==> src/rtl/conv_layer_controller.sv <==
// conv_layer_controller: loads kernel weights/biases into one conv layer's
// RAM from a ready/valid stream, then starts the layer and counts output
// handshakes to report completion. Load and run never overlap because the
// layer RAM address is shared between its write and read sides.
module conv_layer_controller #(
  parameter int N_CONVOLUTIONS  = 1,
  parameter int KERNEL_HEIGHT   = 3,
  parameter int KERNEL_WIDTH    = 2,
  parameter int WORD_SIZE       = 16,
  parameter int OUTPUTS_PER_RUN = 4,
  localparam int KS = KERNEL_HEIGHT * KERNEL_WIDTH,
  localparam int KW = $clog2(KS + 1),
  localparam int CW = $clog2(N_CONVOLUTIONS + 1),
  localparam int AW = CW + KW
) (
  input  logic                 clk_i,
  input  logic                 reset_n_i,
  input  logic                 load_i,
  input  logic                 run_i,
  input  logic                 w_valid_i,
  output logic                 w_yumi_o,
  input  logic [WORD_SIZE-1:0] w_data_i,
  output logic [AW-1:0]        mem_addr_o,
  output logic [WORD_SIZE-1:0] mem_data_o,
  output logic                 wen_o,
  output logic                 start_o,
  input  logic                 layer_valid_i,
  input  logic                 layer_ready_i,
  output logic                 busy_o,
  output logic                 loaded_o,
  output logic                 done_o,
  output logic                 err_o
);

  localparam int OW = $clog2(OUTPUTS_PER_RUN + 1);

  typedef enum logic [2:0] {eIDLE, eLOAD, eSTART, eRUN, eDONE} state_e;

  state_e        r_state, w_state_nxt;
  logic [KW-1:0] r_k;
  logic [CW-1:0] r_c;
  logic [OW-1:0] r_out_cnt;
  logic          r_loaded;

  logic w_accept, w_hs, w_k_last, w_c_last, w_out_last;

  assign w_accept   = (r_state == eLOAD) && w_valid_i;
  assign w_hs       = (r_state == eRUN) && layer_valid_i && layer_ready_i;
  assign w_k_last   = (r_k == KW'(KS));
  assign w_c_last   = (r_c == CW'(N_CONVOLUTIONS - 1));
  assign w_out_last = (r_out_cnt == OW'(OUTPUTS_PER_RUN - 1));

  assign mem_data_o = w_data_i;
  assign loaded_o   = r_loaded;
  assign busy_o     = (r_state != eIDLE);

  // State register
  always_ff @(posedge clk_i or negedge reset_n_i) begin
    if (!reset_n_i) r_state <= eIDLE;
    else            r_state <= w_state_nxt;
  end

  // Next-state and per-state output decode
  always_comb begin
    w_state_nxt = r_state;
    w_yumi_o    = 1'b0;
    wen_o       = 1'b0;
    mem_addr_o  = '0;
    start_o     = 1'b0;
    done_o      = 1'b0;
    err_o       = 1'b0;
    case (r_state)
      eIDLE: begin
        if (load_i)                   w_state_nxt = eLOAD;
        else if (run_i && r_loaded)   w_state_nxt = eSTART;
        else if (run_i)               err_o       = 1'b1;
      end
      eLOAD: begin
        w_yumi_o   = w_valid_i;
        wen_o      = w_valid_i;
        // Upper field is kernel index + 1 so that 0 means "no kernel".
        mem_addr_o = {r_c + CW'(1), r_k};
        if (w_accept && w_k_last && w_c_last) w_state_nxt = eIDLE;
      end
      eSTART: begin
        start_o     = 1'b1;
        w_state_nxt = eRUN;
      end
      eRUN: begin
        if (w_hs && w_out_last) w_state_nxt = eDONE;
      end
      eDONE: begin
        done_o      = 1'b1;
        w_state_nxt = eIDLE;
      end
      default: w_state_nxt = eIDLE;
    endcase
  end

  // Weight/bias address counters and the loaded flag
  always_ff @(posedge clk_i or negedge reset_n_i) begin
    if (!reset_n_i) begin
      r_k      <= '0;
      r_c      <= '0;
      r_loaded <= 1'b0;
    end else if (r_state == eIDLE && load_i) begin
      r_k      <= '0;
      r_c      <= '0;
      r_loaded <= 1'b0;
    end else if (w_accept) begin
      if (w_k_last) begin
        r_k <= '0;
        // On the final bias c reaches N_CONVOLUTIONS, which still fits.
        r_c <= r_c + CW'(1);
        if (w_c_last) r_loaded <= 1'b1;
      end else begin
        r_k <= r_k + KW'(1);
      end
    end
  end

  // Output handshake counter for the current run
  always_ff @(posedge clk_i or negedge reset_n_i) begin
    if (!reset_n_i)            r_out_cnt <= '0;
    else if (r_state == eSTART) r_out_cnt <= '0;
    else if (w_hs)             r_out_cnt <= r_out_cnt + OW'(1);
  end

endmodule

==> config.mk <==
export PLATFORM = sky130hd
export DESIGN_NAME = conv_layer_controller
export DESIGN_NICKNAME = d
export VERILOG_FILES = /design/src/rtl/conv_layer_controller.sv
export SDC_FILE = /design/constraint.sdc
export NUM_CORES = 1
export LEC_CHECK = 0
export CAP_MARGIN = 10
export CORE_MARGIN = 3
export CORE_UTILIZATION = 38
export DETAILED_ROUTE_END_ITERATION = 10
export PLACE_DENSITY = 0.89
export SETUP_SLACK_MARGIN = 0.4
export SLEW_MARGIN = 20
export SYNTH_ARGS = -nofsm -noshare
export SYNTH_HDL_FRONTEND = slang
export SYNTH_SLANG_ARGS = --single-unit
==> constraint.sdc <==
create_clock -name clk_i -period 4.03 [get_ports clk_i]
set_input_delay 0.6045 -clock clk_i [delete_from_list [all_inputs] [get_ports clk_i]]
set_output_delay 0.6045 -clock clk_i [all_outputs]
set_load 0.02 [all_outputs]
==> results of run 1 <==
-- cells in the mapped netlist, drive strengths merged (2+ instances only) --
master   n  share of area
a21oi    4          0.026
and3     2          0.016
buf     19           0.18
dfrtp   11           0.35
ha       2          0.032
inv      7          0.034
mux2i    4          0.051
nand2    6          0.029
nor2     7          0.034
nor3     2          0.013
nor4b    2          0.031
o21ai    5          0.032
or4b     2          0.026
-- how the worst min path moves through the flow --
| stage | to | slack (ps) |
|---|---|---|
| finish | r_out_cnt[0]$_DFFE_PN0P_ | 490 |
| global route | r_out_cnt[0]$_DFFE_PN0P_ | 530 |
| CTS | r_out_cnt[0]$_DFFE_PN0P_ | 500 |
| detailed placement | r_out_cnt[0]$_DFFE_PN0P_ | 490 |
| global placement | r_out_cnt[0]$_DFFE_PN0P_ | 470 |
| floorplan | loaded_o$_DFFE_PN0P_ | 310 |
-- metal layers --
layer,vias to the layer above,global-route usage
li1,281,-
met1,267,0.151
met2,16,0.178
met3,8,0.0612
met4,0,0.0699
met5,-,0
-- final cells by class --
| class | count | area share |
|---|---|---|
| multi-input combinational | 48 | 0.386 |
| timing repair buffer | 17 | 0.197 |
| inverter | 7 | 0.0305 |
| sequential | 11 | 0.319 |
| clock buffer | 4 | 0.0305 |
| tap | 25 | 0.0363 |
-- state kept, by name, indices dropped and copies added (netlist names) --
register and count:
r_k 3, r_c 1, loaded_o 1, r_state 3, r_out_cnt 3
-- worst reg2reg max path, cell delays in order (launching register included) --
cell,delay [ps]
dfrtp_1,520
nor4b_1,660
or4_1,210
nand2_1,50
-- kinds of logic (layout without fill, tap and decap cells) --
group | count (synthesis) | in the layout
buffers and inverters | 26 | 28
muxes | 4 | 4
and+or+nand+nor | 30 | 30
AOI/OAI and AO/OA | 12 | 12
DFF | 11 | 11
adders and majority gates | 2 | 2
-- power breakdown --
| part | switching [mW] | internal, mW |
|---|---|---|
| registers | 0.0644 | 0.155 |
| logic | 0.150 | 0.143 |
| clock network | 0.0338 | 0.0382 |
-- metrics by stage --
step	utilization	instances
2_1_floorplan	-	85
3_3_place_gp	0.459	108
3_5_place_dp	0.459	108
4_1_cts	0.474	112
5_1_grt	0.474	112
6_report	0.474	112
==> results.cfg, run 1 <==
[global_route]
grt_max_degree = 14
track_usage = 0.125
grt_pass1_wl_um = 2440
grt_antenna_before_repair = 0
grt_pass1_vias = 543
grt.overflow.total = 0

[setup_path]
path_cells = or3_1 > nor4b_2 > clkdlybuf4s50_1
crit_path_top_delay_cell = clkdlybuf4s50_1
cp_top_family = simple AND/OR/NAND/NOR gates
crit_path_end_kind = output port
r2r_end = r_c$_DFFE_PN0P_
crit_path_max_incr_delay_ps = 660
r2r_setup_slack_ps = 2480
cp.required_ps = 3430
path_max_fanout = 13
path_depth = 3
r2r_cells = 3
crit_buf_inv = 1
crit_start = r_state[0]$_DFFE_PN0P_
timing.rr.start = r_state[0]$_DFFE_PN0P_
worstSetupEndpoint = err_o
startpoint_type = flip-flop
crit_arrival_ps = 2150
crit_type = reg2out

[drt]
drt_iter0_markers = 16
dr_wl_met3_um = 114
viasPerCell = 5.11
met1_length_um = 650
post_drt_wl_per_cell_um = 13.0
vias = 572
drt_first_pass_iters = 4
top_layer = met4
ant_nets = 0
routed_wl_um = 1450
remaining_drc_errors = 0
wl_met2_um = 648

[timing]
fin_crit_ps = 2760
clock_skew_ps = 0.740
worstMarginPinSlew_ps = 665
whs_ps = 490
rsz0062_at_grt = false
report.final.slew_viol_count = 0
fin_ws_ps = 1270
finalSetupTns_ps = 0
post-route-period-util = 0.684
slew_headroom = 0.550
fmax_mhz = 363
setup_viol = 0
finalHoldViolCount = 0

[placement]
hpwl_um = 1120
gp_congestion = 0.901
io_buffers = 17
dpl_cell_area_um2 = 836
pre_cts_slack_ps = 1320

[logic_synthesis]
synth_mux_area_frac = 0.0514
yosys_warnings = 0
synth-simple-area-share = 0.257
synth_fa_ha_area_frac = 0.0322
synth-seq-cells = 11
synthArstFlopShare = 1.00
synth_compound_gate_area_share = 0.0868
synth_nets = 110
synth_area_per_cell_um2 = 9.16
netlist_area_um2 = 778
synthCells = 85
synth-edff-count = 0
synthXorXnorAreaFrac = 0
synth_cell_types = 28
ys_seq_area_frac = 0.354
synth_top_family_by_area = simple AND/OR/NAND/NOR gates
synth_flop_cell = dfrtp_1

[cells_and_area]
multi_input_area_um2 = 333
stdcell_area_um2 = 862
fillers = 183
mostFrequentLayoutCell = clkdlybuf4s50_1
diodes = 0
drive_gt1_frac = 0.0690
register_area_um2 = 275
fin_nets = 113
area_growth_pct = 10.8
final_cell_mix = clkdlybuf4s50_1 (17), dfrtp_1 (11), nor2_1 (7), inv_1 (7), nand2_1 (6)

[clock_network]
post_cts_buffers = 0
clock-root-buffer = clkbuf_4
clock_latency_ps = 260
htree_levels = 1
cts_sinks = 11
cts_made_buffers = 3
cts_tree = built
clk_path_buf_depth = 2
holdBufCountCts = 0
clk_pin_slew_worst_paths_ps = 70
postCtsResizedCells = 0

[die]
initial_core_util = 0.427
die_y_um = 51.3
die_w_um = 51.3
dieArea_um2 = 2630
core_um2 = 1820
ios = 50
rows = 15

[power_and_ir_drop]
fin_total_pwr_mw = 0.584
p_leak_nw = 0.361
ir_drop_uv = 305
powerDensity_nw_per_um2 = 677

[hold_path]
min_path_cells = 1
hold_start = r_out_cnt[0]$_DFFE_PN0P_
holdCritPathClass = reg2reg

[run_status]
status = completed

[flow_run]
maxCapViolCount = 0
Note: power is estimated with default switching activity, not from simulation.
==> run 2: changes to the inputs <==
- CORE_UTILIZATION: 38 -> 32
- PLACE_DENSITY: 0.89 -> 0.8
- clock period: 4.03 -> 2.4 ns (I/O delays scaled with it)
==> run 2 against run 1 <==
  * Clock skew is 1.6 ps higher
  * Design area is 0.44% higher
  * Count of clock-buffer cells in the layout stayed put
  * Global-route usage fell by 1.7 points
  * Cell count increased by 5.4%
  * Register-to-register slack got worse by 1600 ps
  * First-iteration DRC count down 63%
  * Critical path depth increased by 1
  * Worst hold slack got worse by 66 ps
  * Die area grew 16%
  * Wire length grew 6.1%
  * Critical path type unchanged
  * Largest cell class unchanged
==> results.cfg, run 2 (synthesis gave the netlist of run 1 again) <==
[run_status]
status = completed

[die]
core_um2 = 2250
initial_core_util = 0.345
ios = 50
die_y_um = 55.3
rows = 17
die_w_um = 55.3
dieArea_um2 = 3060

[drt]
drt_iter0_markers = 6
viasPerCell = 4.93
remaining_drc_errors = 0
drt_first_pass_iters = 4
routed_wl_um = 1540
vias = 582
ant_nets = 0
post_drt_wl_per_cell_um = 13.1

[timing]
clock_skew_ps = 2.31
finalSetupTns_ps = 0
post-route-period-util = 0.821
slew_headroom = 0.555
whs_ps = 424
rsz0062_at_grt = true
fmax_mhz = 508
fin_crit_ps = 1970
worstMarginPinSlew_ps = 658
setup_viol = 0
report.final.slew_viol_count = 0
finalHoldViolCount = 0

[cells_and_area]
area_growth_pct = 11.3
mostFrequentLayoutCell = dfrtp_1
reg_top3 = r_k (3), r_out_cnt (3), r_state (3)
drive_gt1_frac = 0.133
final_cell_mix = dfrtp_1 (11), nor2_1 (7), inv_1 (7), clkdlybuf4s50_1 (7)
fin_nets = 116
diodes = 0

[setup_path]
cp_top_family = buffers and inverters
cp.required_ps = 2040
crit_path_end_kind = output port
crit_path_top_delay_cell = dfrtp_1
crit_path_max_incr_delay_ps = 400
path_max_fanout = 7
startpoint_type = flip-flop
crit_buf_inv = 3
crit_arrival_ps = 1610
crit_type = reg2out
path_cells = buf_4 > nand4bb_4 > inv_1 > dlygate4sd2_1

[hold_path]
holdCritPathClass = in2async

[clock_network]
cts_tree = built
clk_pin_slew_worst_paths_ps = 70
clock-root-buffer = clkbuf_4
cts_sinks = 11
cts_made_buffers = 3
clock_latency_ps = 270
htree_levels = 1
post_cts_buffers = 0
clk_path_buf_depth = 2

[flow_run]
maxCapViolCount = 0

[power_and_ir_drop]
p_leak_nw = 0.399
powerDensity_nw_per_um2 = 1120
ir_drop_uv = 381

[global_route]
grt_max_degree = 13
grt_pass1_wl_um = 2620
grt_pass1_vias = 584
track_usage = 0.108
grt.overflow.total = 0
grt_antenna_before_repair = 0

[placement]
gp_congestion = 0.847
io_buffers = 17
hpwl_um = 1190
==> run 2: final timing paths <==
path / start / to / slack [ps] / cells after the start
hold / removal: reset_n_i / r_state[1]$_DFFE_PN0P_ / 420 / 1
max in group asynchronous: reset_n_i / r_k[0]$_DFFE_PN0P_ / 1640 / 1
setup / recovery: r_state[2]$_DFFE_PN0P_ / w_yumi_o / 430 / 4
min in group clk_i: r_out_cnt[0]$_DFFE_PN0P_ / r_out_cnt[0]$_DFFE_PN0P_ / 490 / 1
hold reg to reg: r_out_cnt[0]$_DFFE_PN0P_ / r_out_cnt[0]$_DFFE_PN0P_ / 490 / 1
setup reg to reg: r_state[0]$_DFFE_PN0P_ / r_c$_DFFE_PN0P_ / 860 / 4
==> run 2: layout make-up <==
type                       instances  area [um2]
fill                             242        1390
multi-input combinational         48         333
sequential                        11         275
timing repair buffer              20         170
tap                               28        35.0
clock buffer                       4        26.3
inverter                           7        26.3
==> run 2: where the power goes <==
| part | internal (mW) | leakage, nW | switching (mW) |
|---|---|---|---|
| registers | 0.260 | 0.142 | 0.0703 |
| clock network | 0.0644 | 0.0150 | 0.0636 |
| logic | 0.214 | 0.242 | 0.295 |
==> run 2: what timing repair did <==
action                                 CTS  global route
endpoints found under the hold margin    0             0
pin swaps                                0             0
setup endpoints to repair               10             5
resized for setup                       14             5
hold buffers                             0             0
==> run 2: metrics by stage <==
step	util	instances	power [mW]	worst slack, ps	cell area [um2]
floorplan	-	85	0.707	463	778
finish	0.384	118	0.968	430	866
global placement	0.382	114	0.871	231	862
CTS	0.387	118	0.979	272	872
detailed placement	0.382	114	0.892	209	862
global route	0.384	118	1.06	359	866
==> run 2: routing by layer <==
layer	track usage	part of all wire
met5	0	0
met3	0.0467	0.075
met2	0.157	0.45
met1	0.126	0.45
met4	0.0764	0.029
